**config.mk**
```make
export PLATFORM = sky130hd
export DESIGN_NAME = magnitude_scheduler
export DESIGN_NICKNAME = d
export VERILOG_FILES = /design/src/rtl/magnitude_pkg.sv /design/src/rtl/magnitude.sv /design/src/rtl/rr_arbiter.sv /design/src/rtl/magnitude_scheduler.sv
export SDC_FILE = /design/constraint.sdc
export NUM_CORES = 2
export LEC_CHECK = 0
export CORE_UTILIZATION = 49
export CTS_CLUSTER_DIAMETER = 60
export CTS_CLUSTER_SIZE = 30
export DETAILED_ROUTE_END_ITERATION = 8
export PLACE_DENSITY = 0.69
export SLEW_MARGIN = 5
export SYNTH_ARGS = -nofsm -noshare
export SYNTH_HDL_FRONTEND = slang
export SYNTH_SLANG_ARGS = --single-unit
```
**constraint.sdc**
```tcl
create_clock -name clk -period 14.5 [get_ports clk]
set_input_delay 1.45 -clock clk [delete_from_list [all_inputs] [get_ports clk]]
set_output_delay 1.45 -clock clk [all_outputs]
set_load 0.02 [all_outputs]
```
**src/rtl/magnitude_pkg.sv**
```systemverilog
// Shared FSM type and datapath constants for the magnitude scheduler slice.
package magnitude_pkg;

  localparam int unsigned MAGNITUDE_LATENCY = 5;

  typedef enum logic [1:0] {IDLE, RUN, DRAIN} sched_state_t;

endpackage

```
**src/rtl/magnitude.sv**
```systemverilog
// Fixed-latency |I,Q| pipeline: 2 stages of square/sum, 3 stages of floor square root.
// No reset on the datapath; the valid pipe powers up with whatever it holds.
module magnitude
  import magnitude_pkg::*;
#(
  parameter int unsigned INPUT_BITS  = 16,
  parameter int unsigned OUTPUT_BITS = INPUT_BITS + 1
) (
  input  logic                   clk,
  input  logic                   input_ready,
  input  logic [INPUT_BITS-1:0]  input_1,
  input  logic [INPUT_BITS-1:0]  input_2,
  output logic                   output_ready,
  output logic [OUTPUT_BITS-1:0] output_1
);

  localparam int unsigned SqBits = 2 * INPUT_BITS;
  localparam int unsigned RootBits = 2 * OUTPUT_BITS + 1;
  localparam int Per = (int'(OUTPUT_BITS) + 2) / 3;
  localparam int Top = int'(OUTPUT_BITS) - 1;

  typedef struct packed {
    logic [RootBits-1:0] op;
    logic [RootBits-1:0] res;
  } root_t;

  // Digit-by-digit floor sqrt, result bits hi down to lo.
  function automatic root_t root_iters(root_t s, int hi, int lo);
    root_t r;
    logic [RootBits-1:0] one;
    logic [RootBits-1:0] trial;
    r = s;
    for (int k = Top; k >= 0; k--) begin
      if (k <= hi && k >= lo) begin
        one   = RootBits'(1) << (2 * k);
        trial = r.res + one;
        if (r.op >= trial) begin
          r.op  = r.op - trial;
          r.res = (r.res >> 1) + one;
        end else begin
          r.res = r.res >> 1;
        end
      end
    end
    return r;
  endfunction

  logic signed [SqBits-1:0] ext_1, ext_2;
  logic [MAGNITUDE_LATENCY-1:0] valid_q;
  logic [SqBits-1:0] sq_1_q, sq_2_q;
  logic [RootBits-1:0] sum_q;
  root_t root_1_q, root_2_q, root_3_q;

  assign ext_1 = {{INPUT_BITS{input_1[INPUT_BITS-1]}}, input_1};
  assign ext_2 = {{INPUT_BITS{input_2[INPUT_BITS-1]}}, input_2};

  always_ff @(posedge clk) begin
    valid_q  <= {valid_q[MAGNITUDE_LATENCY-2:0], input_ready};
    sq_1_q   <= ext_1 * ext_1;
    sq_2_q   <= ext_2 * ext_2;
    sum_q    <= RootBits'(sq_1_q) + RootBits'(sq_2_q);
    root_1_q <= root_iters(root_t'{op: sum_q, res: '0}, Top, Top - Per + 1);
    root_2_q <= root_iters(root_1_q, Top - Per, Top - 2 * Per + 1);
    root_3_q <= root_iters(root_2_q, Top - 2 * Per, 0);
  end

  assign output_ready = valid_q[MAGNITUDE_LATENCY-1];
  assign output_1     = OUTPUT_BITS'(root_3_q.res);

endmodule

```
**src/rtl/rr_arbiter.sv**
```systemverilog
// Round-robin arbiter: first set request at or above ptr, wrapping, as one-hot grant + index.
module rr_arbiter #(
  parameter int unsigned NUM_REQ  = 4,
  parameter int unsigned IDX_BITS = $clog2(NUM_REQ)
) (
  input  logic [NUM_REQ-1:0]  req,
  input  logic [IDX_BITS-1:0] ptr,
  output logic [NUM_REQ-1:0]  grant,
  output logic [IDX_BITS-1:0] winner,
  output logic                found
);

  always_comb begin
    grant  = '0;
    winner = '0;
    found  = 1'b0;
    for (int unsigned i = 0; i < NUM_REQ; i++) begin
      automatic int unsigned idx = (32'(ptr) + i) % NUM_REQ;
      if (!found && req[IDX_BITS'(idx)]) begin
        found              = 1'b1;
        winner             = IDX_BITS'(idx);
        grant[IDX_BITS'(idx)] = 1'b1;
      end
    end
  end

endmodule

```
**src/rtl/magnitude_scheduler.sv**
```systemverilog
// Round-robin sharing of one magnitude pipeline between channels, with tag-routed results,
// enable/drain control and a sticky tag/result misalignment flag.
module magnitude_scheduler
  import magnitude_pkg::*;
#(
  parameter int unsigned NUM_CHANNELS = 4,
  parameter int unsigned INPUT_BITS   = 16,
  parameter int unsigned OUTPUT_BITS  = INPUT_BITS + 1,
  parameter int unsigned PIPE_LATENCY = MAGNITUDE_LATENCY,
  parameter int unsigned CHANNEL_BITS = $clog2(NUM_CHANNELS)
) (
  input  logic                                 clk,
  input  logic                                 rst,
  input  logic                                 enable,
  input  logic [NUM_CHANNELS-1:0]              req_valid,
  input  logic [NUM_CHANNELS*INPUT_BITS-1:0]   req_input_1,
  input  logic [NUM_CHANNELS*INPUT_BITS-1:0]   req_input_2,
  output logic [NUM_CHANNELS-1:0]              req_ready,
  output logic                                 result_valid,
  output logic [CHANNEL_BITS-1:0]              result_channel,
  output logic [OUTPUT_BITS-1:0]               result_1,
  output logic                                 busy,
  output logic                                 drain_done,
  output logic                                 error
);

  // Back-to-back issue can hold PIPE_LATENCY+2 pairs before the first decrement lands.
  localparam int unsigned InflightBits = $clog2(PIPE_LATENCY + 3);
  localparam int unsigned WarmupBits   = $clog2(PIPE_LATENCY + 2);
  localparam logic [WarmupBits-1:0] WarmupDone = WarmupBits'(PIPE_LATENCY + 1);
  localparam logic [CHANNEL_BITS-1:0] LastChannel = CHANNEL_BITS'(NUM_CHANNELS - 1);

  sched_state_t state_q, state_d;
  logic grant_en, transfer;
  logic [NUM_CHANNELS-1:0] arb_grant;
  logic [CHANNEL_BITS-1:0] arb_winner, rr_ptr_q;
  logic arb_found;

  logic issue_valid_q;
  logic [CHANNEL_BITS-1:0] issue_ch_q;
  logic [INPUT_BITS-1:0] issue_1_q, issue_2_q;
  logic [PIPE_LATENCY-1:0] tag_valid_q;
  logic [PIPE_LATENCY-1:0][CHANNEL_BITS-1:0] tag_ch_q;
  logic mag_output_ready, tag_out_valid;
  logic [OUTPUT_BITS-1:0] mag_result;

  logic result_valid_q, error_q;
  logic [CHANNEL_BITS-1:0] result_channel_q;
  logic [OUTPUT_BITS-1:0] result_q;
  logic [InflightBits-1:0] inflight_q;
  logic [WarmupBits-1:0] warmup_q;

  rr_arbiter #(
    .NUM_REQ  (NUM_CHANNELS),
    .IDX_BITS (CHANNEL_BITS)
  ) u_arbiter (
    .req    (req_valid),
    .ptr    (rr_ptr_q),
    .grant  (arb_grant),
    .winner (arb_winner),
    .found  (arb_found)
  );

  magnitude #(
    .INPUT_BITS  (INPUT_BITS),
    .OUTPUT_BITS (OUTPUT_BITS)
  ) u_magnitude (
    .clk          (clk),
    .input_ready  (issue_valid_q),
    .input_1      (issue_1_q),
    .input_2      (issue_2_q),
    .output_ready (mag_output_ready),
    .output_1     (mag_result)
  );

  always_ff @(posedge clk or posedge rst) begin
    if (rst) state_q <= IDLE;
    else     state_q <= state_d;
  end

  always_comb begin
    state_d = state_q;
    unique case (state_q)
      IDLE:    if (enable) state_d = RUN;
      RUN:     if (!enable) state_d = DRAIN;
      DRAIN: begin
        if (enable)                  state_d = RUN;
        else if (inflight_q == '0)   state_d = IDLE;
      end
      default: state_d = IDLE;
    endcase
  end

  always_comb begin
    grant_en   = 1'b0;
    drain_done = 1'b0;
    unique case (state_q)
      RUN:     grant_en = enable;
      DRAIN:   drain_done = !enable && (inflight_q == '0);
      default: ;
    endcase
  end

  assign req_ready     = grant_en ? arb_grant : '0;
  assign transfer      = grant_en && arb_found;
  assign tag_out_valid = tag_valid_q[PIPE_LATENCY-1];
  assign busy          = (state_q != IDLE) || (inflight_q != '0);

  always_ff @(posedge clk) begin
    if (transfer) begin
      issue_1_q <= req_input_1[32'(arb_winner) * INPUT_BITS +: INPUT_BITS];
      issue_2_q <= req_input_2[32'(arb_winner) * INPUT_BITS +: INPUT_BITS];
    end
  end

  always_ff @(posedge clk or posedge rst) begin
    if (rst) begin
      rr_ptr_q         <= '0;
      issue_valid_q    <= 1'b0;
      issue_ch_q       <= '0;
      tag_valid_q      <= '0;
      tag_ch_q         <= '0;
      result_valid_q   <= 1'b0;
      result_channel_q <= '0;
      result_q         <= '0;
      inflight_q       <= '0;
      warmup_q         <= '0;
      error_q          <= 1'b0;
    end else begin
      if (transfer) begin
        rr_ptr_q   <= (arb_winner == LastChannel) ? '0 : arb_winner + CHANNEL_BITS'(1);
        issue_ch_q <= arb_winner;
      end
      issue_valid_q <= transfer;
      tag_valid_q   <= {tag_valid_q[PIPE_LATENCY-2:0], issue_valid_q};
      tag_ch_q      <= {tag_ch_q[PIPE_LATENCY-2:0], issue_ch_q};

      result_valid_q <= mag_output_ready && tag_out_valid;
      if (mag_output_ready && tag_out_valid) begin
        result_channel_q <= tag_ch_q[PIPE_LATENCY-1];
        result_q         <= mag_result;
      end

      unique case ({transfer, result_valid_q})
        2'b10:   inflight_q <= inflight_q + InflightBits'(1);
        2'b01:   inflight_q <= inflight_q - InflightBits'(1);
        default: ;
      endcase

      // Until the unreset datapath has flushed, its valid stream is not trustworthy.
      if (warmup_q != WarmupDone) warmup_q <= warmup_q + WarmupBits'(1);
      else if (mag_output_ready != tag_out_valid) error_q <= 1'b1;
    end
  end

  assign result_valid   = result_valid_q;
  assign result_channel = result_channel_q;
  assign result_1       = result_q;
  assign error          = error_q;

endmodule
```
* Word level (Yosys, flattened, before mapping)
Index checks and enable logic that the tools add are counted.
** Storage, ports and cells
- Bits in registers :: 342
** Cells by class
- Equality and inequality tests :: 10
- Bitwise operators :: 4
- Multipliers :: 2
- Multiplexer cells :: 71
- Shift-type cells :: 2
- Reductions and logical operators :: 22
- $lt $le $gt $ge :: 25
- Add/sub/neg operators :: 56
** Operator list (number)
- 35-bit two-way mux :: 29
- 35-bit >= comparator :: 16
- 35-bit subtractor :: 15
- 64-bit by 7-bit indexed part select with 16-bit output :: 2
- 34-bit two-way mux :: 2
- 16-bit by 16-bit multiplier with 32-bit output :: 2
- 34-bit by 11-bit adder with 35-bit output, second input constant :: 1
- 34-bit by 13-bit adder with 35-bit output, second input constant :: 1
- 34-bit by 15-bit adder with 35-bit output, second input constant :: 1
- 34-bit by 17-bit adder with 35-bit output, second input constant :: 1
- 34-bit by 19-bit adder with 35-bit output, second input constant :: 1
- 34-bit by 21-bit adder with 35-bit output, second input constant :: 1
- 34-bit by 23-bit adder with 35-bit output, second input constant :: 1
- 34-bit by 25-bit adder with 35-bit output, second input constant :: 1
- 34-bit by 27-bit adder with 35-bit output, second input constant :: 1
- 34-bit by 29-bit adder with 35-bit output, second input constant :: 1
- 34-bit by 3-bit adder with 35-bit output, second input constant :: 1
- 34-bit by 31-bit adder with 35-bit output, second input constant :: 1
- 34-bit by 5-bit adder with 35-bit output, second input constant :: 1
- 34-bit by 7-bit adder with 35-bit output, second input constant :: 1
- 34-bit by 9-bit adder with 35-bit output, second input constant :: 1
- 35-bit by 1-bit adder with 35-bit output, second input constant :: 1
- 35-bit by 11-bit adder with 35-bit output, second input constant :: 1
- 35-bit by 13-bit adder with 35-bit output, second input constant :: 1
- 48 further kinds :: 108

* Logic depth before layout (Yosys ltp)
- Depth in word-level cells :: 18
- Gate-level depth with buffers :: 78

* By module
From an unflattened synthesis, not the netlist that was laid out.
** Second synthesis, totals
- Cells, all modules :: 4392
- Area, all modules :: 39840.7 sq um
** Modules (own cells, without submodules)
- magnitude :: area each 35856.9 sq um, seq. area each 4103.9 sq um, cells each 4160, instances 1
- magnitude_scheduler :: area each 3564.7 sq um, seq. area each 2187.1 sq um, cells each 187, instances 1
- rr_arbiter :: area each 419.2 sq um, seq. area each 0.0 sq um, cells each 45, instances 1

* Worst setup path after synthesis
OpenSTA, ideal clock, no wires.
- Path kind :: register to register
- Start :: register u_magnitude.root_1_q[22] (netlist bit)
- End :: register u_magnitude.root_2_q[49] (netlist bit)
- Library setup time :: 121 ps
- Stages on the path, launching flop included :: 73
- Period minus slack after synthesis :: 14291 ps
- Required time :: 14379 ps
- Slack :: 209 ps
- Arrival :: 14170 ps
- Cells stage by stage :: dfxtp_1 > inv_1 > ha_1 > o21a_1 > nor4_1 > nor3_1 > o21ai_0 > nand2_1 > clkbuf_1 > mux2_2 > ha_1 > and3_1 > nand2_1 > inv_1 > a21o_1 > nor3_1 > nand2_1 > clkbuf_1 > [... 37 more ...] > nand2b_1 > and3_1 > nand3_2 > clkbuf_1 > clkbuf_1 > a21oi_1 > ha_1 > a41oi_1 > o21ai_0 > a2111o_1 > a21o_1 > a41o_1 > a41oi_1 > and4_4 > buf_6 > inv_2 > buf_6 > mux2_4
** Between the ends
- Longest elaborated chain between the ends :: 18
- Elaborated cells on any way between the ends :: 34
** Ends and longest elaborated chain
- start, declared :: line magnitude.sv:52 : root_t root_1_q, root_2_q, root_3_q;
- start signal, assigned :: line magnitude.sv:62 : root_1_q <= root_iters(root_t'{op: sum_q, res: '0}, Top, Top - Per + 1);
- 35-bit by 21-bit adder with 35-bit output :: line magnitude.sv:36 : trial = r.res + one;
- 35-bit >= comparator :: line magnitude.sv:37 : if (r.op >= trial) begin
- 35-bit two-way mux :: line magnitude.sv:37
- 35-bit by 19-bit adder with 35-bit output :: line magnitude.sv:36
- 35-bit >= comparator :: line magnitude.sv:37
- 35-bit two-way mux :: line magnitude.sv:37
- 35-bit by 17-bit adder with 35-bit output :: line magnitude.sv:36
- 35-bit >= comparator :: line magnitude.sv:37
- [... 2 more ...]
- 35-bit >= comparator :: line magnitude.sv:37
- 35-bit two-way mux :: line magnitude.sv:37
- 35-bit by 13-bit adder with 35-bit output :: line magnitude.sv:36
- 35-bit >= comparator :: line magnitude.sv:37
- 35-bit two-way mux :: line magnitude.sv:37
- 35-bit by 11-bit adder with 35-bit output :: line magnitude.sv:36
- 35-bit subtractor / 35-bit >= comparator (equally long branches) :: line magnitude.sv:38, magnitude.sv:37
- 35-bit two-way mux * :: line magnitude.sv:37
- end signal, assigned :: line magnitude.sv:63 : root_2_q <= root_iters(root_1_q, Top - Per, Top - 2 * Per + 1);
- end, declared :: line magnitude.sv:52
Mark *: on every way between the ends. The rest lies on a longest branch, timed or not.
A chain may end at the register's enable or synchronous reset.

* Worst setup path after layout
- Start :: register u_magnitude.root_1_q[65] (netlist bit)
- End :: register u_magnitude.root_2_q[52] (netlist bit)
** Between the ends
- Longest elaborated chain between the ends :: 17
- Elaborated cells on any way between the ends :: 32
** Ends and longest elaborated chain (line)
- 35-bit >= comparator :: magnitude.sv:37
- 35-bit two-way mux :: magnitude.sv:37
- 35-bit by 19-bit adder with 35-bit output :: magnitude.sv:36
- 35-bit >= comparator :: magnitude.sv:37
- 35-bit two-way mux :: magnitude.sv:37
- 35-bit by 17-bit adder with 35-bit output :: magnitude.sv:36
- 35-bit >= comparator :: magnitude.sv:37
- 35-bit two-way mux :: magnitude.sv:37
- 35-bit by 15-bit adder with 35-bit output :: magnitude.sv:36
- 35-bit >= comparator :: magnitude.sv:37
- 35-bit two-way mux :: magnitude.sv:37
- 35-bit by 13-bit adder with 35-bit output :: magnitude.sv:36
- 35-bit >= comparator :: magnitude.sv:37
- 35-bit two-way mux :: magnitude.sv:37
- 35-bit by 11-bit adder with 35-bit output :: magnitude.sv:36
- 35-bit subtractor / 35-bit >= comparator (equally long branches) :: magnitude.sv:38, magnitude.sv:37
- 35-bit two-way mux * :: magnitude.sv:37
Marks and branches as above.

==> out/metrics.csv <==
stage,metric,value,unit
final_layout,net count of the finished layout,5645,
synthesis,"basic-gate share of the synthesized area counting and, or, nand and nor cells",15.9,%
synthesis,largest area contributor in the netlist,fa_1,
final_layout,non-filler instance count after layout,5711,
place,Post-Place Cells,5657,
clock_network,CTS Hold Buffers Added,0,
global_route,wire length of the first global-routing pass,166,mm
place,placer's final routability congestion estimate,0.972,
synthesis,total of flip-flops plus latches after synthesis,286,
final_layout,fraction of layout cells with a size suffix above 1,5.86,%
synthesis,cell types occupying the most area after synthesis,"fa_1, ha_1, dfxtp_1",
synthesis,"Async S/R FF share, synth",17.1,%
timing,Max-Slew Margin vs Limit,26.3,%
global_route,maximum number of pins on one net before global-route repair,65,
synthesis,compound-gate portion of the synthesized area,14.0,%
clock_network,clock-pin slew reported for the worst setup and hold paths after clock tree synthesis,0.08,ns
timing,hold violation total from the final report,0,
synthesis,portion of netlist area occupied by mux cells,3.43,%
clock_network,H-tree lvl count,1,
synthesis,combinational family with the most area after synthesis,adder cells,
timing,# setup viols final,0,
timing,worst-margin pin slew,1.10,ns
critical_path,CP max FO,20,
critical_path,CP max stage cell,or4_4,
route,antenna violation net count after detailed routing,0,
clock_network,clock tree from TritonCTS,yes,
synthesis,count of cell types in the netlist,107,
clock_network,worst skew pair latency,0.63,ns
global_route,aggregate global-route resource usage,25.0,%
critical_path,critical register-to-register path startpoint,u_magnitude.root_1_q[65]$_DFF_P_,
timing,final worst-path setup slack,0.846,ns
clock_network,number of CTS-inserted buffers,27,
critical_path,Worst setup startpoint,u_magnitude.root_1_q[65]$_DFF_P_,
critical_path,cell mode on critical path,ha_1,
floorplan,floorplan die area,0.0819,mm2
synthesis,most used flip-flop cell after synthesis,dfxtp_1,
synthesis,fraction of post-synthesis cell area in the top cell type by area,24.3,%
timing,tightest hold margin,0.307,ns
critical_path,worst path arrival time,14.17,ns
timing,fin. max-slew vios,0,
timing,Final Cycle Share,94.2,%
route,average wire per standard cell,17.7,um
synthesis,XOR/XNOR share of the synthesized area,6.26,%
route,drt pass-1 iters,6,
outcome,run status,completed,
route,DR vias/cell,5.57,
floorplan,Chip Width,286,um
synthesis,post-synthesis average cell area,8.80,um2
hold_path,launch instance of the worst min-delay path,u_magnitude.root_1_q[35]$_DFF_P_,
clock_network,"buffers from clock root to sink, at most",3,
hold_path,path type of the worst min-delay path,flip-flop to flip-flop,
clock_network,clock root buffer,clkbuf_16,
timing,Setup TNS Final,0,ns
floorplan,die height,286,um
clock_network,TritonCTS Sinks,286,
synthesis,number of warnings printed during yosys synthesis,0,
critical_path,startpoint types,flip-flop,
floorplan,Core Footprint,0.0795,mm2
place,dpl hpwl,83.7,mm
critical_path,kind of end point of the critical path,flip-flop,
timing,maximum achievable frequency,73.2,MHz
floorplan,initial core utilization,49.8,%
synthesis,Mapped Area,0.0396,mm2
route,total routed wirelength,101,mm
synthesis,"count leader, synth",inv_1,
synthesis,number of enable flip-flop cells after synthesis,32,
place,Port Buffers,161,
critical_path,delay contributed by the slowest stage of the critical path,0.55,ns
route,via total after detailed routing,31815,
route,initial drt markers,1977,
global_route,via count of the first global-routing pass,32309,
place,dpl ws,0.195,ns
final_layout,area delta synth->final,10.5,%
timing,Worst Skew,0.0535,ns
route,remaining routing DRC violations,0,
floorplan,row count,103,
floorplan,I/O pin total,162,
synthesis,synthesized netlist net count,5501,
global_route,antenna violations before repair,1,
global_route,global-route congestion overflow total,0,
synthesis,"top cells by count, synth","inv_1, fa_1, ha_1",
synthesis,Post-Syn Instances,4495,
critical_path,data required time at the worst endpoint,15.01,ns
flow_run,max cap viols,0,
synthesis,portion of the post-synthesis area used by sequential elements,15.9,%
timing,min cycle time layout,13.65,ns
critical_path,type of the worst setup path,flip-flop to flip-flop,
synthesis,fraction of the mapped netlist area in adder cells,36.6,%
[timing repair]
action	CTS	global route
buffers inserted	0	3
resized for setup	0	26
setup endpoints to repair	0	27
[path summary, 6_finish.rpt]
kind	endpoint	slack (ns)	cells past startpoint
max reg2reg	u_magnitude.root_2_q[52]$_DFF_P_	0.85	60
min in group asynchronous	issue_ch_q[1]$_DFFE_PP0P_	1.29	3
min reg2reg	u_magnitude.root_2_q[35]$_DFF_P_	0.31	0
max in group asynchronous	result_1[5]$_DFFE_PP0P_	12.71	3
min	u_magnitude.root_2_q[35]$_DFF_P_	0.31	0
max	u_magnitude.root_2_q[52]$_DFF_P_	0.85	60
[worst max-delay path, delay by kind of cell, from the launching register on]
kind,cells,cell delay (ns)
simple gates,26,5.32
compound gates,16,3.58
fa+ha+maj,5,1.86
mux,3,1.07
buf+inv,8,1.04
flops,1,0.33
xor+xnor,2,0.28
[registers in the layout, indices dropped and copies added, names as in the netlist]
register and count:
result_1 17, issue_ch_q 2, u_magnitude.output_1 17, inflight_q 3, u_magnitude.sq_2_q 31, issue_2_q 16
issue_valid_q 1, rr_ptr_q 2, error 1, u_magnitude.sum_q 33, tag_valid_q 5, u_magnitude.root_1_q 41
result_valid 1, warmup_q 3, state_q 2, u_magnitude.valid_q 5, tag_ch_q 10, u_magnitude.root_2_q 47
result_channel 2, issue_1_q 16, u_magnitude.sq_1_q 31
[layer usage]
layer  vias up  global-route usage [%]  part of all wire [%]
met5         -                       0                     0
met3       189                    2.25                   4.4
li1      15299                       -                     -
met4         0                    8.17                   3.5
met2       885                    43.3                    49
met1     15442                    32.9                    44
[cell usage in the layout (no fill, tap or decap), drive strengths merged, types with 39 or more instances in the layout]
master | synthesis | final
fa | 480 | 480
nor4 | 39 | 39
inv | 717 | 733
xor2 | 83 | 83
and2 | 120 | 120
o21bai | 41 | 41
nand2b | 42 | 42
nor3 | 90 | 90
nand3 | 74 | 74
mux2i | 48 | 48
nand4 | 44 | 44
ha | 391 | 391
nand2 | 309 | 309
dfxtp | 205 | 205
nor2b | 44 | 44
buf | 14 | 66
xnor2 | 200 | 200
a21oi | 266 | 266
mux2 | 74 | 74
nor2 | 345 | 345
o21ai | 148 | 148
clkdlybuf4s50 | 0 | 161
a21o | 92 | 92
dfrtp | 49 | 49
o21a | 46 | 46
[cell type report]
cell class | instances | area (um2)
Antenna cell | 1 | 2.50
Clock buffer | 29 | 693
Clock inverter | 21 | 329
Inverter | 719 | 2700
Timing Repair Buffer | 227 | 2110
Tap cell | 1050 | 1310
Sequential cell | 286 | 6290
Multi-Input combinational cell | 3378 | 30300
Fill cell | 7208 | 35800
[metrics by stage]
stage | util (%) | instance area, um2
floorplan | - | 39600
detailed placement | 53.5 | 42600
CTS | 54.8 | 43600
global route | 55.0 | 43700
global placement | 53.5 | 42600
finish | 55.0 | 43700
[logic make-up (layout without fill, tap and decap cells)]
kind of cell / Yosys count / count (layout)
compound gates: 841 / 841
xor+xnor: 283 / 283
fa+ha+maj: 871 / 871
buf+inv: 831 / 996
flops: 286 / 286
mux: 123 / 123
other cells: 0 / 1
simple gates: 1260 / 1260
Power is left out: the tool's default activity adds up to more than one toggle a clock period on the data nets, which glitch-free logic cannot reach.
